## src/rtl/stb_pkg.sv

```systemverilog
// Shared STB types: drain FSM state encoding and default bus widths.
// Imported by the drain controller, the STB datapath and the LSU/STB controller.
package stb_pkg;

    localparam int STB_ADDR_W = 32;
    localparam int STB_DATA_W = 32;

    typedef enum logic [1:0] {
        IDLE  = 2'd0,
        LOAD  = 2'd1,
        STORE = 2'd2
    } drain_state_t;

endpackage

```

## src/rtl/stb_drain_ctrl_if.sv

```systemverilog
// Single dcache port shared by LSU loads and STB drain writes.
// master: drives dc_req/dc_w_en/dc_addr/dc_wdata/dc_sel, samples dc2stb_ack.
// slave : the dcache side.
interface stb_drain_ctrl_if #(
    parameter int ADDR_W = 32,
    parameter int DATA_W = 32
);
    logic                  dc_req;
    logic                  dc_w_en;
    logic [ADDR_W-1:0]     dc_addr;
    logic [DATA_W-1:0]     dc_wdata;
    logic [DATA_W/8-1:0]   dc_sel;
    logic                  dc2stb_ack;

    modport master (
        output dc_req, dc_w_en, dc_addr, dc_wdata, dc_sel,
        input  dc2stb_ack
    );

    modport slave (
        input  dc_req, dc_w_en, dc_addr, dc_wdata, dc_sel,
        output dc2stb_ack
    );
endinterface

```

## src/rtl/stb_starve_cnt.sv

```systemverilog
// Saturating count of loads granted while the STB waits to drain.
// Ports: clk, rst, inc_i (count up), clr_i (wins over inc), cnt_o, sat_o (cnt==MAX).
module stb_starve_cnt #(
    parameter  int MAX_LD_BURST = 4,
    localparam int CNT_W        = $clog2(MAX_LD_BURST + 1)
) (
    input  logic             clk,
    input  logic             rst,
    input  logic             inc_i,
    input  logic             clr_i,
    output logic [CNT_W-1:0] cnt_o,
    output logic             sat_o
);
    logic [CNT_W-1:0] cnt_q;
    logic [CNT_W-1:0] cnt_d;

    assign sat_o = (cnt_q == CNT_W'(MAX_LD_BURST));
    assign cnt_o = cnt_q;

    always_comb begin
        cnt_d = cnt_q;
        if (clr_i) begin
            cnt_d = '0;
        end else if (inc_i && !sat_o) begin
            cnt_d = cnt_q + CNT_W'(1);
        end
    end

    always_ff @(posedge clk or posedge rst) begin
        if (rst) begin
            cnt_q <= '0;
        end else begin
            cnt_q <= cnt_d;
        end
    end
endmodule

```

## src/rtl/stb_drain_ctrl.sv

```systemverilog
// Arbitrates the dcache port between LSU loads and STB drain writes; pops the STB on write ack.
// Ports: clk/rst, stb_* (STB head + status), lsummu* (load req/done), dc (dcache master),
//        fence_req/stb2lsummu_fence_done. Define STB_FLUSH_EN to enable the fence drain-all.
module stb_drain_ctrl
    import stb_pkg::*;
#(
    parameter int ADDR_W       = STB_ADDR_W,
    parameter int DATA_W       = STB_DATA_W,
    parameter int MAX_LD_BURST = 4
) (
    input  logic                clk,
    input  logic                rst,
    input  logic                stb_empty,
    input  logic                stb_full,
    input  logic [ADDR_W-1:0]   stb_head_addr,
    input  logic [DATA_W-1:0]   stb_head_data,
    input  logic [DATA_W/8-1:0] stb_head_sel,
    output logic                stb_rd_en,
    input  logic                lsummu2dc_ld_req,
    input  logic [ADDR_W-1:0]   lsummu2dc_ld_addr,
    output logic                lsummu_ld_done,
    stb_drain_ctrl_if.master    dc,
    input  logic                fence_req,
    output logic                stb2lsummu_fence_done
);
    localparam int SEL_W = DATA_W / 8;
    localparam int CNT_W = $clog2(MAX_LD_BURST + 1);

    drain_state_t       state_q;
    logic               req_q;
    logic               wen_q;
    logic [ADDR_W-1:0]  addr_q;
    logic [DATA_W-1:0]  wdata_q;
    logic [SEL_W-1:0]   sel_q;

    logic               fence_act;
    logic               starve_sat;
    logic [CNT_W-1:0]   starve_cnt;
    logic               drain_ok;
    logic               ld_ok;
    logic               ack_ld;
    logic               ack_st;

`ifdef STB_FLUSH_EN
    logic fence_pend_q;
    logic fence_pend_d;

    // The raw request also counts so a load can't slip in on the fence's first cycle.
    assign fence_act             = fence_pend_q | fence_req;
    assign stb2lsummu_fence_done = fence_pend_q & stb_empty & (state_q == IDLE);
    assign fence_pend_d          = stb2lsummu_fence_done ? 1'b0
                                 : (fence_pend_q | fence_req);

    always_ff @(posedge clk or posedge rst) begin
        if (rst) begin
            fence_pend_q <= 1'b0;
        end else begin
            fence_pend_q <= fence_pend_d;
        end
    end
`else
    logic unused_fence;

    assign unused_fence          = fence_req;
    assign fence_act             = 1'b0;
    assign stb2lsummu_fence_done = 1'b0;
`endif

    assign ack_ld = (state_q == LOAD)  & dc.dc2stb_ack;
    assign ack_st = (state_q == STORE) & dc.dc2stb_ack;

    // stb_full with stb_empty is illegal; letting full win keeps the drain path preferred.
    assign drain_ok = stb_full
                    | (!stb_empty & (fence_act | starve_sat | !lsummu2dc_ld_req));
    assign ld_ok    = lsummu2dc_ld_req & !fence_act;

    assign stb_rd_en      = ack_st;
    assign lsummu_ld_done = ack_ld;

    stb_starve_cnt #(
        .MAX_LD_BURST (MAX_LD_BURST)
    ) u_starve (
        .clk   (clk),
        .rst   (rst),
        .inc_i (ack_ld & !stb_empty),
        .clr_i (stb_empty | ack_st),
        .cnt_o (starve_cnt),
        .sat_o (starve_sat)
    );

    assign dc.dc_req   = req_q;
    assign dc.dc_w_en  = wen_q;
    assign dc.dc_addr  = addr_q;
    assign dc.dc_wdata = wdata_q;
    assign dc.dc_sel   = sel_q;

    always_ff @(posedge clk or posedge rst) begin
        if (rst) begin
            state_q <= IDLE;
            req_q   <= 1'b0;
            wen_q   <= 1'b0;
            addr_q  <= '0;
            wdata_q <= '0;
            sel_q   <= '0;
        end else begin
            unique case (state_q)
                IDLE: begin
                    if (drain_ok) begin
                        state_q <= STORE;
                        req_q   <= 1'b1;
                        wen_q   <= 1'b1;
                        addr_q  <= stb_head_addr;
                        wdata_q <= stb_head_data;
                        sel_q   <= stb_head_sel;
                    end else if (ld_ok) begin
                        state_q <= LOAD;
                        req_q   <= 1'b1;
                        wen_q   <= 1'b0;
                        addr_q  <= lsummu2dc_ld_addr;
                        wdata_q <= '0;
                        sel_q   <= '1;
                    end
                end
                LOAD, STORE: begin
                    if (dc.dc2stb_ack) begin
                        state_q <= IDLE;
                        req_q   <= 1'b0;
                    end
                end
                default: begin
                    state_q <= IDLE;
                    req_q   <= 1'b0;
                end
            endcase
        end
    end
endmodule
```

## src/flat_wrapper.sv

```systemverilog
// flat-port wrapper written by rule: the top's interface ports become plain ports
module stb_drain_ctrl_flat import stb_pkg::*;
#(
    parameter int ADDR_W       = STB_ADDR_W,
    parameter int DATA_W       = STB_DATA_W,
    parameter int MAX_LD_BURST = 4
)
  (clk, rst, stb_empty, stb_full, stb_head_addr, stb_head_data, stb_head_sel, stb_rd_en, lsummu2dc_ld_req, lsummu2dc_ld_addr, lsummu_ld_done, fence_req, stb2lsummu_fence_done, dc_dc_req, dc_dc_w_en, dc_dc_addr, dc_dc_wdata, dc_dc_sel, dc_dc2stb_ack);
  stb_drain_ctrl_if #(.ADDR_W(ADDR_W), .DATA_W(DATA_W)) dc_i ();
  input  logic clk;
  input  logic rst;
  input  logic stb_empty;
  input  logic stb_full;
  input  logic [ADDR_W-1:0] stb_head_addr;
  input  logic [DATA_W-1:0] stb_head_data;
  input  logic [DATA_W/8-1:0] stb_head_sel;
  output logic stb_rd_en;
  input  logic lsummu2dc_ld_req;
  input  logic [ADDR_W-1:0] lsummu2dc_ld_addr;
  output logic lsummu_ld_done;
  input  logic fence_req;
  output logic stb2lsummu_fence_done;
  output wire logic [$bits(dc_i.dc_req)-1:0] dc_dc_req;
  output wire logic [$bits(dc_i.dc_w_en)-1:0] dc_dc_w_en;
  output wire logic [$bits(dc_i.dc_addr)-1:0] dc_dc_addr;
  output wire logic [$bits(dc_i.dc_wdata)-1:0] dc_dc_wdata;
  output wire logic [$bits(dc_i.dc_sel)-1:0] dc_dc_sel;
  input wire logic [$bits(dc_i.dc2stb_ack)-1:0] dc_dc2stb_ack;
  assign dc_dc_req = dc_i.dc_req;
  assign dc_dc_w_en = dc_i.dc_w_en;
  assign dc_dc_addr = dc_i.dc_addr;
  assign dc_dc_wdata = dc_i.dc_wdata;
  assign dc_dc_sel = dc_i.dc_sel;
  assign dc_i.dc2stb_ack = dc_dc2stb_ack;
  stb_drain_ctrl #(.ADDR_W(ADDR_W), .DATA_W(DATA_W), .MAX_LD_BURST(MAX_LD_BURST)) u_core (.clk(clk), .rst(rst), .stb_empty(stb_empty), .stb_full(stb_full), .stb_head_addr(stb_head_addr), .stb_head_data(stb_head_data), .stb_head_sel(stb_head_sel), .stb_rd_en(stb_rd_en), .lsummu2dc_ld_req(lsummu2dc_ld_req), .lsummu2dc_ld_addr(lsummu2dc_ld_addr), .lsummu_ld_done(lsummu_ld_done), .dc(dc_i), .fence_req(fence_req), .stb2lsummu_fence_done(stb2lsummu_fence_done));
endmodule
```

## config.mk

```make
export PLATFORM = sky130hd
export DESIGN_NAME = stb_drain_ctrl_flat
export DESIGN_NICKNAME = d
export VERILOG_FILES = /design/src/rtl/stb_pkg.sv /design/src/rtl/stb_drain_ctrl_if.sv /design/src/rtl/stb_starve_cnt.sv /design/src/rtl/stb_drain_ctrl.sv /design/src/flat_wrapper.sv
export SDC_FILE = /design/constraint.sdc
export NUM_CORES = 1
export LEC_CHECK = 0
export CORE_ASPECT_RATIO = 0.7
export CORE_MARGIN = 3
export CORE_UTILIZATION = 36
export DETAILED_ROUTE_END_ITERATION = 10
export PLACE_DENSITY_LB_ADDON = 0.3
export SYNTH_ARGS = -nofsm -noshare
export SYNTH_HDL_FRONTEND = slang
export SYNTH_SLANG_ARGS = --single-unit
export TNS_END_PERCENT = 1
```

## constraint.sdc

```tcl
create_clock -name clk -period 2.2 [get_ports clk]
set_input_delay 0.44 -clock clk [delete_from_list [all_inputs] [get_ports clk]]
set_output_delay 0.44 -clock clk [all_outputs]
set_load 0.02 [all_outputs]
```

### Yosys cells after proc, flatten, opt, wreduce, memory -nomap -nowiden

Index checks and enable logic that the tools add are counted.
W data, S select, Z words.

| storage, ports and cells | value |
|---|---|
| register bits after elaboration | 75 |
| latch bits | 0 |
| memory bits (writable) | 0 |
| bits in read-only memories | 0 |
| input port bits | 107 |
| output and inout bits | 73 |
| word-level logic and storage cells | 48 |
| memories | 0 |

| cells by class | value |
|---|---|
| add/subtract/negate cells | 1 |
| multipliers | 0 |
| div/mod/pow operators | 0 |
| $lt $le $gt $ge | 0 |
| equality and inequality tests | 5 |
| shifts and indexed selects | 0 |
| muxes and demuxes | 18 |
| bitwise logic cells | 7 |
| reductions and logical operators | 10 |

Operators by type and width:

| operator | number |
|---|---|
| $mux W32 | 4 |
| $mux W4 | 2 |
| $mux W2 | 3 |
| $mux W3 | 2 |
| $mux W1 | 5 |
| $and A1 B1 Y1 | 4 |
| $pmux W2 S2 | 1 |
| $reduce_and A2 Y1 | 2 |
| $reduce_bool A2 Y1 | 2 |
| $add A3 B1 Y3 const B | 1 |
| $eq A3 B3 Y1 const B | 1 |
| $logic_not A1 Y1 | 3 |
| $ne A3 B2 Y1 const B | 1 |
| $or A1 B1 Y1 | 3 |
| $eq A2 B1 Y1 const B | 1 |
| $eq A2 B2 Y1 const B | 1 |
| $logic_not A2 Y1 | 1 |
| $ne A2 B2 Y1 const B | 1 |
| $pmux W1 S2 | 1 |
| $reduce_or A2 Y1 | 1 |
| $logic_and A1 B1 Y1 | 1 |

### Logic depth before layout (Yosys ltp)

Gate-level depths: netlist of the first run.

| depth | value |
|---|---|
| word-level depth | 6 |
| mapped depth | 7 |
| depth with buffers taken out | 6 |

### Cells and area by module

Synthesis of the first run repeated with hierarchy kept, for this count alone.

| unflattened totals | value |
|---|---|
| cell total of the unflattened synthesis | 273 |
| area, all modules | 3253.1 um^2 |

By module, submodules not included:

| module | times used | cells each | area an instance (um^2) | seq. area each (um^2) |
|---|---|---|---|---|
| stb_drain_ctrl | 1 | 254 | 3051.7 | 1801.7 |
| stb_starve_cnt | 1 | 19 | 201.4 | 75.1 |

### Least setup slack after synthesis of the first run

OpenSTA, ideal clock, no wires.

| timing path | value |
|---|---|
| kind | reg-to-reg |
| start point | register u_core.u_starve.cnt_q[0] (netlist: u_core.u_starve.cnt_o[0]) |
| end point | register u_core.addr_q[10] (netlist: u_core.dc.dc_addr[10]) |
| setup time | 82 ps |
| data arrival time | 1558 ps |
| required time | 2118 ps |
| setup slack | 560 ps |
| cell stages (with the launch flop) | 8 |
| path buffers | 2 |
| clock period less this slack | 1640 ps |
| cells stage by stage | dfrtp_1 -> inv_1 -> ha_1 -> and2_1 -> clkbuf_1 -> clkbuf_1 -> o211ai_1 -> a31oi_1 |

| between the ends | value |
|---|---|
| word-level cells in the longest chain between the ends | 6 |
| elaborated cells on any way between the ends | 7 |
| classes of those cells | eq/ne (1); mux (1); bitwise (3); reduce/logical (2) |

Ends and longest elaborated chain:

| element | line | text |
|---|---|---|
| from (decl) | stb_starve_cnt.sv:14 | `logic [CNT_W-1:0] cnt_q;` |
| from (signal assigned) | stb_starve_cnt.sv:33 | `cnt_q <= cnt_d;` |
| $eq A3 B3 Y1 (*) | stb_starve_cnt.sv:17 | `assign sat_o = (cnt_q == CNT_W'(MAX_LD_BURST));` |
| $or A1 B1 Y1 (*) | stb_drain_ctrl.sv:74 | `\| (!stb_empty & (fence_act \| starve_sat \| !lsummu2dc_ld_req));` |
| $and A1 B1 Y1 (*) | stb_drain_ctrl.sv:74 |  |
| $or A1 B1 Y1 (*) | stb_drain_ctrl.sv:74 |  |
| $reduce_bool A2 Y1 (no line) | n/a |  |
| $reduce_and A2 Y1 (no line) | n/a |  |
| to (signal assigned) | stb_drain_ctrl.sv:112 | `addr_q <= stb_head_addr;` |
| to (signal assigned) | stb_drain_ctrl.sv:119 | `addr_q <= lsummu2dc_ld_addr;` |
| to (decl) | stb_drain_ctrl.sv:32 | `logic [ADDR_W-1:0] addr_q;` |

Mark *: on every way between the ends. The rest lies on a longest branch, timed or not.
A chain may end at the register's enable or synchronous reset.

### Worst setup path in the final report of the first run

| timing path | value |
|---|---|
| start point | register u_core.u_starve.cnt_q[0] (netlist: u_core.u_starve.cnt_o[0]) |
| end point | register u_core.wdata_q[23] (netlist: u_core.dc.dc_wdata[23]) |

| between the ends | value |
|---|---|
| word-level cells in the longest chain between the ends | 6 |
| elaborated cells on any way between the ends | 7 |
| classes of those cells | eq/ne (1); mux (1); bitwise (3); reduce/logical (2) |

Ends and longest elaborated chain:

| element | line | text |
|---|---|---|
| $eq A3 B3 Y1 (*) | stb_starve_cnt.sv:17 |  |
| $or A1 B1 Y1 (*) | stb_drain_ctrl.sv:74 |  |
| $and A1 B1 Y1 (*) | stb_drain_ctrl.sv:74 |  |
| $or A1 B1 Y1 (*) | stb_drain_ctrl.sv:74 |  |
| $reduce_bool A2 Y1 (no line) | n/a |  |
| $reduce_and A2 Y1 (no line) | n/a |  |
| to (signal assigned) | stb_drain_ctrl.sv:113 | `wdata_q <= stb_head_data;` |
| to (decl) | stb_drain_ctrl.sv:33 | `logic [DATA_W-1:0] wdata_q;` |

Marked as above.

==> impl_results.md, run 1 <==
- FF-to-FF setup slack: 0.29 ns
- Max-cap violation count: 0
- Fill count: 804
- Synth warnings: 0
- End-of-flow core utilization: 0.6195
- Via density: 5.510
- Worst r2r path cells: 5
- Cell count after placement: 608
- ANT cells: 0
- Critical Path Sink: u_core.dc.dc_wdata[23]$_DFFE_PP0P_
- Horiz. Die Dim: 124.3 um
- First-pass GRT wire length: 18.37 mm
- Synth cell types: 29
- Worst R2R Start: u_core.u_starve.cnt_o[0]$_DFFE_PP0P_
- Worst skew pair latency: 0.32 ns
- Initial Utilization: 0.3798
- Fin nets: 607
- Io pins: 180
- Hold Buf Count CTS: 0
- Die Footprint: 0.01104 mm2
- F_max: 522.9 MHz
- Layout Skew: 0.006139 ns
- First-pass DRT Iterations: 4
- Post-Syn Instances: 329
- Initial DRC Count: 136
- Die Y-Extent: 88.83 um
- Register area share after synthesis: 0.5319
- Most common cell after layout, fill and taps aside: clkdlybuf4s50_1
- Worst-margin pin slew: 0.6928 ns
- Longest Clk Path Bufs: 2
- Top Family by Delay on Critical Path: compound AO/OA/AOI/OAI gates
- Final setup vio count: 0
- Worst vdd ir: 691.1 uV
- Mux contribution to synthesized area: 0
- DRC: 0
- RSZ-0062 raised after global routing: false
- Number of H-tree levels: 3
- Area leader, netlist: dfrtp_1
- Detail Placement HPWL: 8.244 mm
- Top post-synthesis cells by area: dfrtp_1, o211ai_1, a22o_1, a31oi_1, a21oi_1
- Num CTS Buffers: 9
- Overall Power: 0.007486 W
- Area growth from synthesis to layout: 63.09%
- Synth Register Bits: 75
- Crit. End Element: register
- DP Area: 0.005459 mm2
- Detailed Route WL: 11.44 mm
- DR WL/cell: 18.36 um
- Area of the core: 0.009289 mm2
- Post-synth top area share: 0.5319
- Most frequent cells in the layout: clkdlybuf4s50_1, dfrtp_1, o211ai_1, a21oi_1
- Xor/xnor share of the synthesized area: 0
- Crit-path max cell delay: 0.66 ns
- Number of global-route vias before repair: 3494
- Via count: 3433
- Clk slew on worst S/H paths: 0.06 ns
- # rows: 29
- WP data required: 2.46 ns
- Pins Over Slew Limit: 0
- Post-CTS setup buffer count: 0
- Antenna violations before repair: 0
- Finished Cell Area: 0.005754 mm2
- Post-synthesis simple-gate area fraction: 0.03050
- Tot GR Track Use: 0.2059
- GPL Wtd Cong: 0.7846
- Worst setup SP type: register
- Fin crit period: 1.912 ns
- Hold Crit Class: reg2reg
- Synth Net Count: 441
- Crit path max fanout: 32
- Sum Neg Setup Slack: 0 ns
- Post-route ant nets: 0
- Hold Vio Cnt, Final: 0
- Crit. path cell count: 5
- Largest net degree at the start of global routing: 37
- Grt total ovfl: 0
- Synthesized area: 0.003528 mm2
- Final cycle utilization of the critical path: 0.8692
- Cts repair resizes: 0
- Buffer and inverter count on the worst path: 1
- Worst slew margin: 0.5382
- Root buffer cell: clkbuf_16
- Critical Path Start: u_core.u_starve.cnt_o[0]$_DFFE_PP0P_
- Main combinational cell family by area after synthesis: compound AO/OA/AOI/OAI gates
- WS Path Type: reg2reg
- Total clock sinks: 75
- Compound-Gate Fraction of Synth Area: 0.3535
- Share of cells above drive strength 1: 0.07816
- Highest-delay cell along the critical path: o211a_2
- PortBufs: 177
- Crit path cell chain: inv_1 > ha_1 > and2_1 > o211a_2 > a22o_1
- Adder-cell share of the synthesized area: 0.01773
- PwrDens: 1301 mW/mm2
- Reg2reg end: u_core.dc.dc_wdata[23]$_DFFE_PP0P_
- Status: completed
- Critical path arrival: 2.17 ns
- Leak: 2.293 nW
- CTS tree: yes
- Synthesized area per cell: 10.72 um2
- Post-Layout Cell Count: 623
[routing by layer]
metal | global-route usage | wire [um]
met3 | 0.07419 | 1107
met1 | 0.2737 | 5056
met2 | 0.3304 | 5221
met4 | 0.04179 | 56
met5 | 0 | 0
[cell families (layout without fill, tap and decap cells)]
group	count (synthesis)	in the layout
buffers and inverters	50	220
DFF	75	75
and+or+nand+nor	19	19
adders and majority gates	5	5
other	1	1
AOI/OAI and AO/OA	179	179
[where the power goes]
part / switching (W) / leakage, nW / total (W) / internal, W
Clock: 0.000555 / 0.142 / 0.00143 / 0.000873
Sequential: 0.000354 / 0.904 / 0.00236 / 0.00200
Combinational: 0.00192 / 1.25 / 0.00370 / 0.00179
[cell usage after synthesis]
cell	instances
a21oi_1	39
buf_6	4
dfrtp_1	75
nor2b_1	1
o31ai_1	1
buf_2	4
o21ai_0	2
nand2b_1	3
conb_1	1
o211ai_1	66
and2_4	1
buf_4	2
or3b_1	1
or3_1	2
o211a_2	1
a31oi_1	32
o22a_1	4
clkbuf_1	30
nor2_1	2
nand3b_1	1
a21boi_1	1
ha_1	5
inv_1	9
a22o_1	32
nand2_1	5
o22ai_1	1
and2_1	2
or2_2	1
buf_1	1
[cell type report]
type / count / area, um2 / share of cell area
clock buffers: 9 / 225.2 / 0.03914
clock inverters: 6 / 65.06 / 0.01131
inverters: 9 / 37.54 / 0.006523
multi-input cells: 204 / 1425 / 0.2477
flip-flops and latches: 75 / 1877 / 0.3262
well taps: 124 / 155.1 / 0.02696
repair buffers: 196 / 1969 / 0.3422
[how the worst min path moves through the flow]
stage	start	endpoint	slack, ns	cells after the start
after floorplan	u_core.state_q[0]$_DFFE_PP0P_	u_core.state_q[0]$_DFFE_PP0P_	0.52	2
after global placement	u_core.dc.dc_w_en$_DFFE_PP0P_	u_core.dc.dc_w_en$_DFFE_PP0P_	0.46	2
after detailed placement	u_core.dc.dc_w_en$_DFFE_PP0P_	u_core.dc.dc_w_en$_DFFE_PP0P_	0.47	2
after CTS	u_core.dc.dc_w_en$_DFFE_PP0P_	u_core.dc.dc_w_en$_DFFE_PP0P_	0.48	2
after global routing	u_core.dc.dc_wdata[10]$_DFFE_PP0P_	u_core.dc.dc_wdata[10]$_DFFE_PP0P_	0.51	1
final	u_core.dc.dc_w_en$_DFFE_PP0P_	u_core.dc.dc_w_en$_DFFE_PP0P_	0.48	2
[stage by stage]
| step | setup slack [ns] | hold slack [ns] |
|---|---|---|
| finish | 0.2877 | 0.4761 |
| global route | 0.1223 | 0.5148 |
| CTS | 0.007023 | 0.4795 |
| detailed placement | 0.01804 | 0.4651 |
| global placement | 0.03950 | 0.4642 |
| floorplan | 0.5600 | 0.5187 |
[registers in the layout, indices dropped and copies added, names as in the netlist]
name and flops:
u_core.state_q 2, u_core.dc.dc_wdata 32, u_core.u_starve.cnt_o 3, u_core.dc.dc_sel 4
u_core.dc.dc_req 1, u_core.dc.dc_w_en 1, u_core.dc.dc_addr 32
[worst min-delay path, delay by kind of cell, from the launching register on]
| kind | cells | cell delay [ns] |
|---|---|---|
| DFF | 1 | 0.34 |
| and+or+nand+nor | 2 | 0.10 |
(Power assumes the default switching activity.)
==> inputs of run 2 (changes only) <==
--- a/config.mk
+++ b/config.mk
@@ -9,6 +9,7 @@
 export CORE_MARGIN = 3
 export CORE_UTILIZATION = 36
 export DETAILED_ROUTE_END_ITERATION = 10
+export GPL_ROUTABILITY_DRIVEN = 0
 export PLACE_DENSITY_LB_ADDON = 0.3
 export SYNTH_ARGS = -nofsm -noshare
 export SYNTH_HDL_FRONTEND = slang
==> results of run 2 <==
The final DEF is identical to that of run 1; final timing and power are the same.
==> inputs of run 3 (changes only) <==
--- a/config.mk
+++ b/config.mk
@@ -11,6 +11,7 @@
 export DETAILED_ROUTE_END_ITERATION = 10
 export GPL_ROUTABILITY_DRIVEN = 0
 export PLACE_DENSITY_LB_ADDON = 0.3
+export REMOVE_ABC_BUFFERS = 1
 export SYNTH_ARGS = -nofsm -noshare
 export SYNTH_HDL_FRONTEND = slang
 export SYNTH_SLANG_ARGS = --single-unit
==> impl_results.md, run 3 (synthesis gave the netlist of run 1 again) <==
- Status: completed
- Most common cell after layout, fill and taps aside: clkdlybuf4s50_1
- Die Y-Extent: 88.83 um
- Pins Over Slew Limit: 0
- Worst slew margin: 0.5139
- Switching share of power: 0.3824
- Die Footprint: 0.01104 mm2
- Detailed Route WL: 12.00 mm
- Worst skew pair latency: 0.33 ns
- CTS tree: yes
- Int Power: 0.004622 W
- PwrDens: 1297 mW/mm2
- Grt total ovfl: 0
- F_max: 514.8 MHz
- Crit path max fanout: 3
- First-pass GRT wire length: 19.22 mm
- Switch Pwr: 0.002863 W
- Overall Power: 0.007485 W
- Final cycle utilization of the critical path: 0.8829
- First-pass DRT Iterations: 4
- WP data required: 1.76 ns
- Worst-margin pin slew: 0.7291 ns
- Sequential power share: 0.314
- Initial Utilization: 0.3798
- Area growth from synthesis to layout: 63.62%
- Worst setup SP type: register
- ANT cells: 0
- Clk slew on worst S/H paths: 0.06 ns
- Worst slack at placement: -0.08011 ns
- Crit. End Element: primary output
- Layout Skew: 0.005676 ns
- # rows: 29
- Worst R2R Start: u_core.u_starve.cnt_o[0]$_DFFE_PP0P_
- Area of the core: 0.009289 mm2
- Hold Vio Cnt, Final: 0
- Final setup vio count: 0
- Leak: 2.283 nW
- Fin nets: 610
- Longest Clk Path Bufs: 2
- Share of cells above drive strength 1: 0.08549
- FF-to-FF setup slack: 0.31 ns
- Reg2reg end: u_core.dc.dc_wdata[2]$_DFFE_PP0P_
- Initial DRC Count: 222
- Critical path arrival: 1.50 ns
- Hold Crit Class: in2async
- Most frequent cells in the layout: clkdlybuf4s50_1, dfrtp_1, o211ai_1, a21oi_1
- Horiz. Die Dim: 124.3 um
- Gate power share: 0.499
- Tot GR Track Use: 0.2172
- Worst r2r path cells: 5
- Sum Neg Setup Slack: 0 ns
- Post-CTS setup buffer count: 0
- Final setup margin: 0.2577 ns
- WS Path Type: reg2out
- Number of H-tree levels: 3
- Io pins: 180
- Detail Placement HPWL: 8.466 mm
- Largest net degree at the start of global routing: 37
- Antenna violations before repair: 0
- PortBufs: 177
- DR WL/cell: 19.14 um
- Total clock sinks: 75
- Num CTS Buffers: 9
- Via count: 3475
- Post-route ant nets: 0
- DRC: 0
- RSZ-0062 raised after global routing: false
- Max-cap violation count: 0
- Fin crit period: 1.942 ns
- Worst vdd ir: 653.2 uV
- Number of global-route vias before repair: 3603
- WHS: 0.4295 ns
- Root buffer cell: clkbuf_16
- Clk pwr share: 0.188
- Via density: 5.542
[run 3: cell types whose count changed in the layout (fill, tap and decap cells not counted), sizes merged]
cell / before / now
buf: 19 / 22
bufinv: 1 / 0
clkbuf: 9 / 11
clkinv: 3 / 2
clkinvlp: 2 / 3
dlygate4sd2: 0 / 2
dlymetal6s2s: 2 / 0
[run 3: power by group through the flow]
stage | registers [W] | clock network [W] | logic (W)
after floorplan | 0.00306 | 0 | 0.00110
after global placement | 0.00234 | 0 | 0.00370
after detailed placement | 0.00235 | 0 | 0.00377
after CTS | 0.00235 | 0.00144 | 0.00376
after global routing | 0.00242 | 0.00150 | 0.00400
final | 0.00235 | 0.00140 | 0.00373
[run 3: how the worst max path moves through the flow]
stage	startpoint	end	slack [ns]	cells past startpoint
2_1_floorplan	u_core.state_q[0]$_DFFE_PP0P_	u_core.dc.dc_wdata[0]$_DFFE_PP0P_	-0.18	4
3_3_place_gp	stb_empty	u_core.dc.dc_wdata[28]$_DFFE_PP0P_	-0.02	5
3_5_place_dp	stb_empty	u_core.dc.dc_wdata[25]$_DFFE_PP0P_	-0.08	5
4_1_cts	u_core.state_q[1]$_DFFE_PP0P_	lsummu_ld_done	0.26	5
5_1_grt	u_core.state_q[1]$_DFFE_PP0P_	lsummu_ld_done	0.16	5
6_report	u_core.state_q[1]$_DFFE_PP0P_	lsummu_ld_done	0.26	5
[run 3: area by class of cell]
| cell class | count | area (um2) |
|---|---|---|
| flip-flops and latches | 75 | 1877 |
| repair buffers | 199 | 1984 |
| clock inverters | 5 | 36.28 |
| clock buffers | 11 | 252.7 |
| inverters | 9 | 35.03 |
| multi-input cells | 204 | 1433 |
| well taps | 124 | 155.1 |
| fillers | 795 | 3516 |
[run 3: timing repair]
item	4_1_cts	5_1_grt
endpoints found under the setup margin	2	0
resized for setup	2	0
hold buffers	0	0
[run 3: critical path, cell delays in order, from the launching register on]
cell	delay, ns
dfrtp_1	0.39
inv_1	0.12
ha_1	0.16
nand2_1	0.07
inv_1	0.08
dlygate4sd2_1	0.35
[run 3: per-layer routing]
metal  GRT usage  part of all wire
met5           0                 0
met4     0.07164             0.014
met3     0.05669             0.063
met2      0.3471              0.47
met1      0.2925              0.45
[run 3: through the flow]
step,instance area [um2],cells,util
3_3_place_gp,5487,611,0.5907
5_1_grt,5773,627,0.6215
3_5_place_dp,5487,611,0.5907
4_1_cts,5773,627,0.6215
2_1_floorplan,3332,288,-
6_report,5773,627,0.6215
